===== src/rtl/code25_source_if.sv =====
// code25_source_if: groups the button/load inputs and the 2-of-5 digit outputs
// of the code25_source stage. The master drives the controls and the slave
// (the source stage) drives the registered code and status.
interface code25_source_if;
  logic       step_btn;
  logic       up;
  logic       load;
  logic [3:0] bcd_in;
  logic       E1;
  logic       E2;
  logic       E3;
  logic       E4;
  logic       E5;
  logic [3:0] digit;
  logic       err;
  logic       upd;

  modport master (
    output step_btn, up, load, bcd_in,
    input  E1, E2, E3, E4, E5, digit, err, upd
  );

  modport slave (
    input  step_btn, up, load, bcd_in,
    output E1, E2, E3, E4, E5, digit, err, upd
  );
endinterface


===== src/rtl/code25_source.sv =====
// code25_source: holds a decimal digit 0-9, steps it from a push button or
// loads it from BCD switches, and presents it as a registered 2-of-5 code.
// Optional button debouncer enabled by defining CODE25_DEBOUNCE_EN.
module code25_source #(
  parameter int DEB_CYCLES = 16
) (
  input  logic           clk,
  input  logic           rst_n,
  code25_source_if.slave bus
);

  logic       sync1_d, sync1_q;
  logic       sync2_d, sync2_q;
  logic       lvl;
  logic       prev_d, prev_q;
  logic       step_p;
  logic [3:0] digit_d, digit_q;
  logic [4:0] code_d, code_q;
  logic       err_d, err_q;
  logic       upd_d, upd_q;

  // 2-of-5 code of a digit, bit 4 = E1 ... bit 0 = E5
  function automatic logic [4:0] code25(input logic [3:0] d);
    logic [4:0] c;
    case (d)
      4'd0:    c = 5'b11000;
      4'd1:    c = 5'b00011;
      4'd2:    c = 5'b00101;
      4'd3:    c = 5'b00110;
      4'd4:    c = 5'b01001;
      4'd5:    c = 5'b01010;
      4'd6:    c = 5'b01100;
      4'd7:    c = 5'b10001;
      4'd8:    c = 5'b10010;
      4'd9:    c = 5'b10100;
      default: c = 5'b11000;
    endcase
    return c;
  endfunction

  // Modulo-10 step in either direction
  function automatic logic [3:0] step_next(input logic [3:0] d, input logic dir);
    logic [3:0] n;
    if (dir) n = (d >= 4'd9) ? 4'd0 : d + 4'd1;
    else     n = (d == 4'd0) ? 4'd9 : d - 4'd1;
    return n;
  endfunction

  // Two-stage synchronizer for the asynchronous button
  always_comb begin
    sync1_d = bus.step_btn;
    sync2_d = sync1_q;
  end

  // Synchronizer registers
  always_ff @(posedge clk) begin
    if (!rst_n) begin
      sync1_q <= 1'b0;
      sync2_q <= 1'b0;
    end else begin
      sync1_q <= sync1_d;
      sync2_q <= sync2_d;
    end
  end

`ifdef CODE25_DEBOUNCE_EN
  localparam int CntW = $clog2(DEB_CYCLES + 1);
  localparam logic [CntW-1:0] CntLast = CntW'(DEB_CYCLES - 1);

  logic [CntW-1:0] cnt_d, cnt_q;
  logic            filt_d, filt_q;

  // Count consecutive cycles the synchronized level disagrees with the
  // filtered level; any return to agreement restarts the count.
  always_comb begin
    cnt_d  = '0;
    filt_d = filt_q;
    if (sync2_q != filt_q) begin
      if (cnt_q == CntLast) filt_d = sync2_q;
      else                  cnt_d  = cnt_q + 1'b1;
    end
  end

  // Debounce counter and filtered level registers
  always_ff @(posedge clk) begin
    if (!rst_n) begin
      cnt_q  <= '0;
      filt_q <= 1'b0;
    end else begin
      cnt_q  <= cnt_d;
      filt_q <= filt_d;
    end
  end

  assign lvl = filt_q;
`else
  logic unused_deb;
  assign unused_deb = (DEB_CYCLES > 0);
  assign lvl        = sync2_q;
`endif

  // Rising-edge detector: one step pulse per press
  always_comb begin
    prev_d = lvl;
    step_p = lvl & ~prev_q;
  end

  // Edge detector history register
  always_ff @(posedge clk) begin
    if (!rst_n) prev_q <= 1'b0;
    else        prev_q <= prev_d;
  end

  // Digit update: load beats step; a step coincident with any load is dropped
  always_comb begin
    digit_d = digit_q;
    code_d  = code_q;
    err_d   = err_q;
    upd_d   = 1'b0;
    if (bus.load) begin
      if (bus.bcd_in <= 4'd9) begin
        digit_d = bus.bcd_in;
        code_d  = code25(bus.bcd_in);
        err_d   = 1'b0;
        upd_d   = 1'b1;
      end else begin
        err_d = 1'b1;
      end
    end else if (step_p) begin
      digit_d = step_next(digit_q, bus.up);
      code_d  = code25(digit_d);
      upd_d   = 1'b1;
    end
  end

  // Output registers
  always_ff @(posedge clk) begin
    if (!rst_n) begin
      digit_q <= 4'd0;
      code_q  <= 5'b11000;
      err_q   <= 1'b0;
      upd_q   <= 1'b0;
    end else begin
      digit_q <= digit_d;
      code_q  <= code_d;
      err_q   <= err_d;
      upd_q   <= upd_d;
    end
  end

  assign bus.digit = digit_q;
  assign bus.E1    = code_q[4];
  assign bus.E2    = code_q[3];
  assign bus.E3    = code_q[2];
  assign bus.E4    = code_q[1];
  assign bus.E5    = code_q[0];
  assign bus.err   = err_q;
  assign bus.upd   = upd_q;

endmodule

===== src/flat_wrapper.sv =====
// flat-port wrapper written by rule: the top's interface ports become plain ports
module code25_source_flat 
#(
  parameter int DEB_CYCLES = 16
)
  (clk, rst_n, bus_step_btn, bus_up, bus_load, bus_bcd_in, bus_E1, bus_E2, bus_E3, bus_E4, bus_E5, bus_digit, bus_err, bus_upd);
  code25_source_if bus_i ();
  input  logic clk;
  input  logic rst_n;
  input wire logic [$bits(bus_i.step_btn)-1:0] bus_step_btn;
  input wire logic [$bits(bus_i.up)-1:0] bus_up;
  input wire logic [$bits(bus_i.load)-1:0] bus_load;
  input wire logic [$bits(bus_i.bcd_in)-1:0] bus_bcd_in;
  output wire logic [$bits(bus_i.E1)-1:0] bus_E1;
  output wire logic [$bits(bus_i.E2)-1:0] bus_E2;
  output wire logic [$bits(bus_i.E3)-1:0] bus_E3;
  output wire logic [$bits(bus_i.E4)-1:0] bus_E4;
  output wire logic [$bits(bus_i.E5)-1:0] bus_E5;
  output wire logic [$bits(bus_i.digit)-1:0] bus_digit;
  output wire logic [$bits(bus_i.err)-1:0] bus_err;
  output wire logic [$bits(bus_i.upd)-1:0] bus_upd;
  assign bus_i.step_btn = bus_step_btn;
  assign bus_i.up = bus_up;
  assign bus_i.load = bus_load;
  assign bus_i.bcd_in = bus_bcd_in;
  assign bus_E1 = bus_i.E1;
  assign bus_E2 = bus_i.E2;
  assign bus_E3 = bus_i.E3;
  assign bus_E4 = bus_i.E4;
  assign bus_E5 = bus_i.E5;
  assign bus_digit = bus_i.digit;
  assign bus_err = bus_i.err;
  assign bus_upd = bus_i.upd;
  code25_source #(.DEB_CYCLES(DEB_CYCLES)) u_core (.clk(clk), .rst_n(rst_n), .bus(bus_i));
endmodule

===== config.mk =====
export PLATFORM = sky130hd
export DESIGN_NAME = code25_source_flat
export DESIGN_NICKNAME = d
export VERILOG_FILES = /design/src/rtl/code25_source_if.sv /design/src/rtl/code25_source.sv /design/src/flat_wrapper.sv
export SDC_FILE = /design/constraint.sdc
export NUM_CORES = 1
export LEC_CHECK = 0
export ABC_CLOCK_PERIOD_IN_PS = 2800
export CORE_MARGIN = 3
export CORE_UTILIZATION = 45
export CTS_CLUSTER_DIAMETER = 30
export DETAILED_ROUTE_END_ITERATION = 12
export PLACE_DENSITY = 0.76
export REMOVE_ABC_BUFFERS = 1
export SLEW_MARGIN = 10
export SYNTH_ARGS = -nofsm -noshare
export SYNTH_HDL_FRONTEND = slang
export SYNTH_SLANG_ARGS = --single-unit

===== constraint.sdc =====
create_clock -name clk -period 2.8 [get_ports clk]
set_input_delay 0.56 -clock clk [delete_from_list [all_inputs] [get_ports clk]]
set_output_delay 0.56 -clock clk [all_outputs]
set_load 0.1 [all_outputs]

==> results by stage, run 1 <==
Placement:
- The area of placed instances is 1400 um^2.
- Prior to clock tree synthesis, the placed netlist has a worst setup slack of 0.135 ns.
- At the end of routability-driven placement, the weighted congestion stood at 0.897.
- The number of cells after detailed placement is 190.
- The count of buffers added on input and output ports is 19.
- Summed over all nets, the half-perimeter wirelength after detailed placement is 2.09 mm.

Timing:
- Setup violations remaining at the end of the flow were counted as 0.
- For the pin with the worst max-slew slack, the measured transition is 0.524 ns.
- The worst path meets setup with 0.282 ns of slack.
- The minimum period implied by the final worst setup slack is 2.52 ns.
- The fmax is 397 MHz.
- Setup repair after global routing left no endpoint under its margin.
- The worst pin sits at a relative slew slack of 64.6%.
- The fraction of the cycle the final worst path needs is 89.9%.
- The number of endpoints with negative hold slack in the final report came to 0.
- The worst clock skew is 0.00967 ns.
- The number of pins exceeding their max-slew limit in the final report came to 0.

Synthesis:
- After synthesis, the share of flip-flops with an asynchronous set or reset is 0%.
- In this run, distinct cell masters in the synthesized netlist total 45.
- Synthesis inferred 14 register bits.
- Sorting the synthesized cells by area gives the leading types as dfxtp_1, ha_1, a31oi_1.
- dfxtp_1 takes more of the synthesized area than any other cell.
- Yosys printed 0 warnings.
- The cell area after synthesis is 1200 um^2.
- Averaged over all synthesized cells, the footprint is 8.48 um^2.
- In the synthesized netlist the dominant register cell turns out to be dfxtp_1.
- The synthesized design devotes to its leading area cell type 23.3% of total area.
- The number of enable flip-flop cells after synthesis is 0.
- The cell count after synthesis came out at 142.
- The sequential share of the synthesized area is 23.3%.

Die:
- The row count is 18.
- The floorplan die area is 3330 um^2.
- The core footprint is 2500 um^2.
- The die width is 57.7 um.
- 20 I/O pins were placed.
- The initial core utilization is 48.1%.
- The height of the chip is 57.7 um.

Global route:
- The total overflow left after global routing is 0.
- The global routing stage identified its most utilized layer as met2.
- The fraction of met2 tracks used by global routing is 28.7%.
- The global-route track usage on met1 is 24.3%.
- For this run, global-route usage on met3 was measured as 2.90%.
- The via count of the first global-routing pass is 1048.
- The first global-routing pass estimated 4.77 mm of wire.
- The maximum number of pins on one net before global-route repair is 14.
- The aggregate global-route resource usage is 18.1%.
- The number of antenna violations at the first check in global routing is 0.

Power and ir drop:
- For this design the static power due to leakage is 0.652 nW.
- The power consumption is 727 uW.
- Dividing total power by cell area gives a power density of 505 nW/um^2.
- IR analysis of the VDD net gives a maximum drop of 386 uV.

Layout:
- The number of antenna diodes in the final layout is 0.
- The final net count is 187.
- The area overhead of the layout relative to synthesis is 19.6%.
- The core occupancy in the finished layout is 57.6%.
- The number of standard cells in the final layout excluding fillers is 194.
- The post-route netlist has 22.0% of its cells at a drive strength greater than 1.
- Summing all non-filler instances in the final layout gives an area of 1440 um^2.

Hold path:
- The end of the worst hold path is u_core.lvl.
- The hold path startpoint is u_core.sync1_q.
- The classification of the worst-slack hold path is reg2reg.
- The instance count along the most critical hold path is 1.

Routing:
- Using the TritonRoute via totals, the vias-per-cell ratio works out to 5.73.
- The routed via count is 1112.
- The final routed wire length divided by cell count is 14.2 um.
- The first routing iteration left 35 violations.
- After detailed routing, the number of remaining DRC violations is 0.
- The final routed wirelength across all metal layers is 2.75 mm.
- The count of nets left with antenna violations once routing finished came out at 0.
- The length of the first detailed-routing pass in iterations is 4.

Worst setup path:
- The depth of the worst register-to-register path is 10.
- The worst-path maximum fanout is 9.
- The startpoint class of the critical path is a register.
- The arrival time at the worst endpoint is 2.71 ns.
- STA puts the critical path data required time at 2.99 ns.
- The worst setup path is captured at a register.
- The reg-to-reg critical path endpoint is u_core.code_q[0].
- The critical path in this run is classified as reg2reg.
- The setup check on the worst reg-to-reg path leaves a slack of 0.28 ns.
- The worst flop-to-flop path startpoint is u_core.bus.digit[1].

Clock network:
- The clock network latency to the later pin of the worst-skew pair is 0.29 ns.
- The cell sitting at the root of the clock tree is a clkbuf_4.
- In this run the post-CTS setup repair buffer count came out at 0.
- After clock tree synthesis, the clock-pin slew on the worst setup and hold paths is 0.10 ns.
- The post-cts sizing count is 0.
- The TritonCTS buffer count is 3.
- The number of levels in the clock H-tree is 1.
- The clock net sink count is 14.
- The clock tree from TritonCTS is done.
- Hold repair after CTS inserted 0 buffers.
- The longest clock path from root to sink contains 2 buffers.

Outcome:
- The flow ran to the end, and the final reports show no timing, DRC or antenna violations.

Flow run:
- Across the run, the number of max-cap violations was 0.
==> per-stage QoR <==
step / hold slack [ns] / TNS [ns]
floorplan: 0.412 / -0.317
global placement: 0.426 / 0
detailed placement: 0.431 / 0
CTS: 0.455 / 0
global route: 0.460 / 0
finish: 0.449 / 0
==> where the power goes <==
group          internal, mW  leakage (nW)  switching [mW]
Combinational         0.120         0.515           0.226
Sequential            0.215         0.116          0.0157
Clock                0.0791        0.0210          0.0714
Total                 0.415         0.652           0.313
==> sequential cells by signal (all words and copies together) (netlist names) <==
name,flops
u_core.sync1_q,1
u_core.lvl,1
u_core.prev_q,1
u_core.bus.upd,1
u_core.bus.err,1
u_core.code_q,5
u_core.bus.digit,4
==> synth_stat cells, types with 2 or more instances <==
cell type,instances
nand2_1,11
nand3_1,5
a31oi_1,7
ha_1,13
o21ai_0,6
o211a_1,2
nor2_1,9
buf_6,2
nand2b_1,2
and2_1,5
mux2i_1,4
o21ai_1,3
nor2b_1,4
buf_2,3
o2111ai_1,2
clkbuf_1,4
a211o_1,2
a21oi_1,6
dfxtp_1,14
nor2_2,2
inv_1,10
o211ai_1,3
==> logic make-up (layout without fill, tap and decap cells) <==
family,Yosys count,after routing,synth area share (%)
XOR/XNOR,1,1,0.728
buffers and inverters,21,43,9.35
AO/OA/AOI/OAI,43,43,27.4
flip-flops,14,14,23.3
AND/OR/NAND/NOR,45,45,21.1
adder cells (fa/ha/maj),13,13,13.5
multiplexers,5,5,4.57
==> worst max-delay path, cell delays in order, from the launching register on <==
cell,delay [ns]
dfxtp_1,0.44
inv_1,0.09
ha_1,0.29
nand2b_1,0.10
o21ai_0,0.07
a31oi_1,0.39
inv_1,0.16
ha_1,0.30
mux2_4,0.26
a221oi_2,0.26
nor2_1,0.07
==> final cells by class <==
class	count	area, um^2
inverters	10	37.5
well taps	30	37.5
fillers	221	1060
multi-input cells	107	811
flip-flops and latches	14	280
clock buffers	4	36.3
repair buffers	29	238
==> cells in the final DEF (no fill, tap or decap), types with 6 or more instances in the layout <==
cell,count
a21oi_1,6
a31oi_1,7
buf_4,21
clkdlybuf4s50_1,8
dfxtp_1,14
ha_1,13
inv_1,10
nand2_1,11
nor2_1,9
o21ai_0,6
==> metal layers <==
layer / routed length [um] / vias up
met5: 0 / -
met4: 31 / 0
met3: 175 / 4
met2: 1300 / 37
met1: 1250 / 526
li1: - / 545
==> worst max-delay path by stage <==
stage / from / endpoint / slack [ns] / cells past startpoint
after floorplan: u_core.bus.digit[0] / u_core.code_q[0] / -0.32 / 10
after global placement: bus_up / u_core.code_q[4] / 0.25 / 8
after detailed placement: bus_up / u_core.code_q[0] / 0.14 / 8
after CTS: u_core.bus.digit[1] / u_core.code_q[0] / 0.30 / 10
after global routing: u_core.bus.digit[1] / u_core.code_q[0] / 0.09 / 10
final: u_core.bus.digit[1] / u_core.code_q[0] / 0.28 / 10
Power figures use the tool's default switching activity.
==> inputs of run 2 (changes only) <==
--- a/config.mk
+++ b/config.mk
@@ -8,10 +8,10 @@
 export ABC_CLOCK_PERIOD_IN_PS = 2800
 export CORE_MARGIN = 3
 export CORE_UTILIZATION = 45
-export CTS_CLUSTER_DIAMETER = 30
 export DETAILED_ROUTE_END_ITERATION = 12
 export PLACE_DENSITY = 0.76
 export REMOVE_ABC_BUFFERS = 1
+export SKIP_CTS_REPAIR_TIMING = 1
 export SLEW_MARGIN = 10
 export SYNTH_ARGS = -nofsm -noshare
 export SYNTH_HDL_FRONTEND = slang
==> results of run 2 <==
The final DEF is identical to that of run 1; final timing and power are the same.
==> inputs of run 3 (changes only) <==
--- a/config.mk
+++ b/config.mk
@@ -8,6 +8,7 @@
 export ABC_CLOCK_PERIOD_IN_PS = 2800
 export CORE_MARGIN = 3
 export CORE_UTILIZATION = 45
+export CTS_BUF_LIST = sky130_fd_sc_hd__clkbuf_2 sky130_fd_sc_hd__clkbuf_4 sky130_fd_sc_hd__clkbuf_8
 export DETAILED_ROUTE_END_ITERATION = 12
 export PLACE_DENSITY = 0.76
 export REMOVE_ABC_BUFFERS = 1
==> results of run 3 <==
The final DEF is identical to that of run 1; final timing and power are the same.
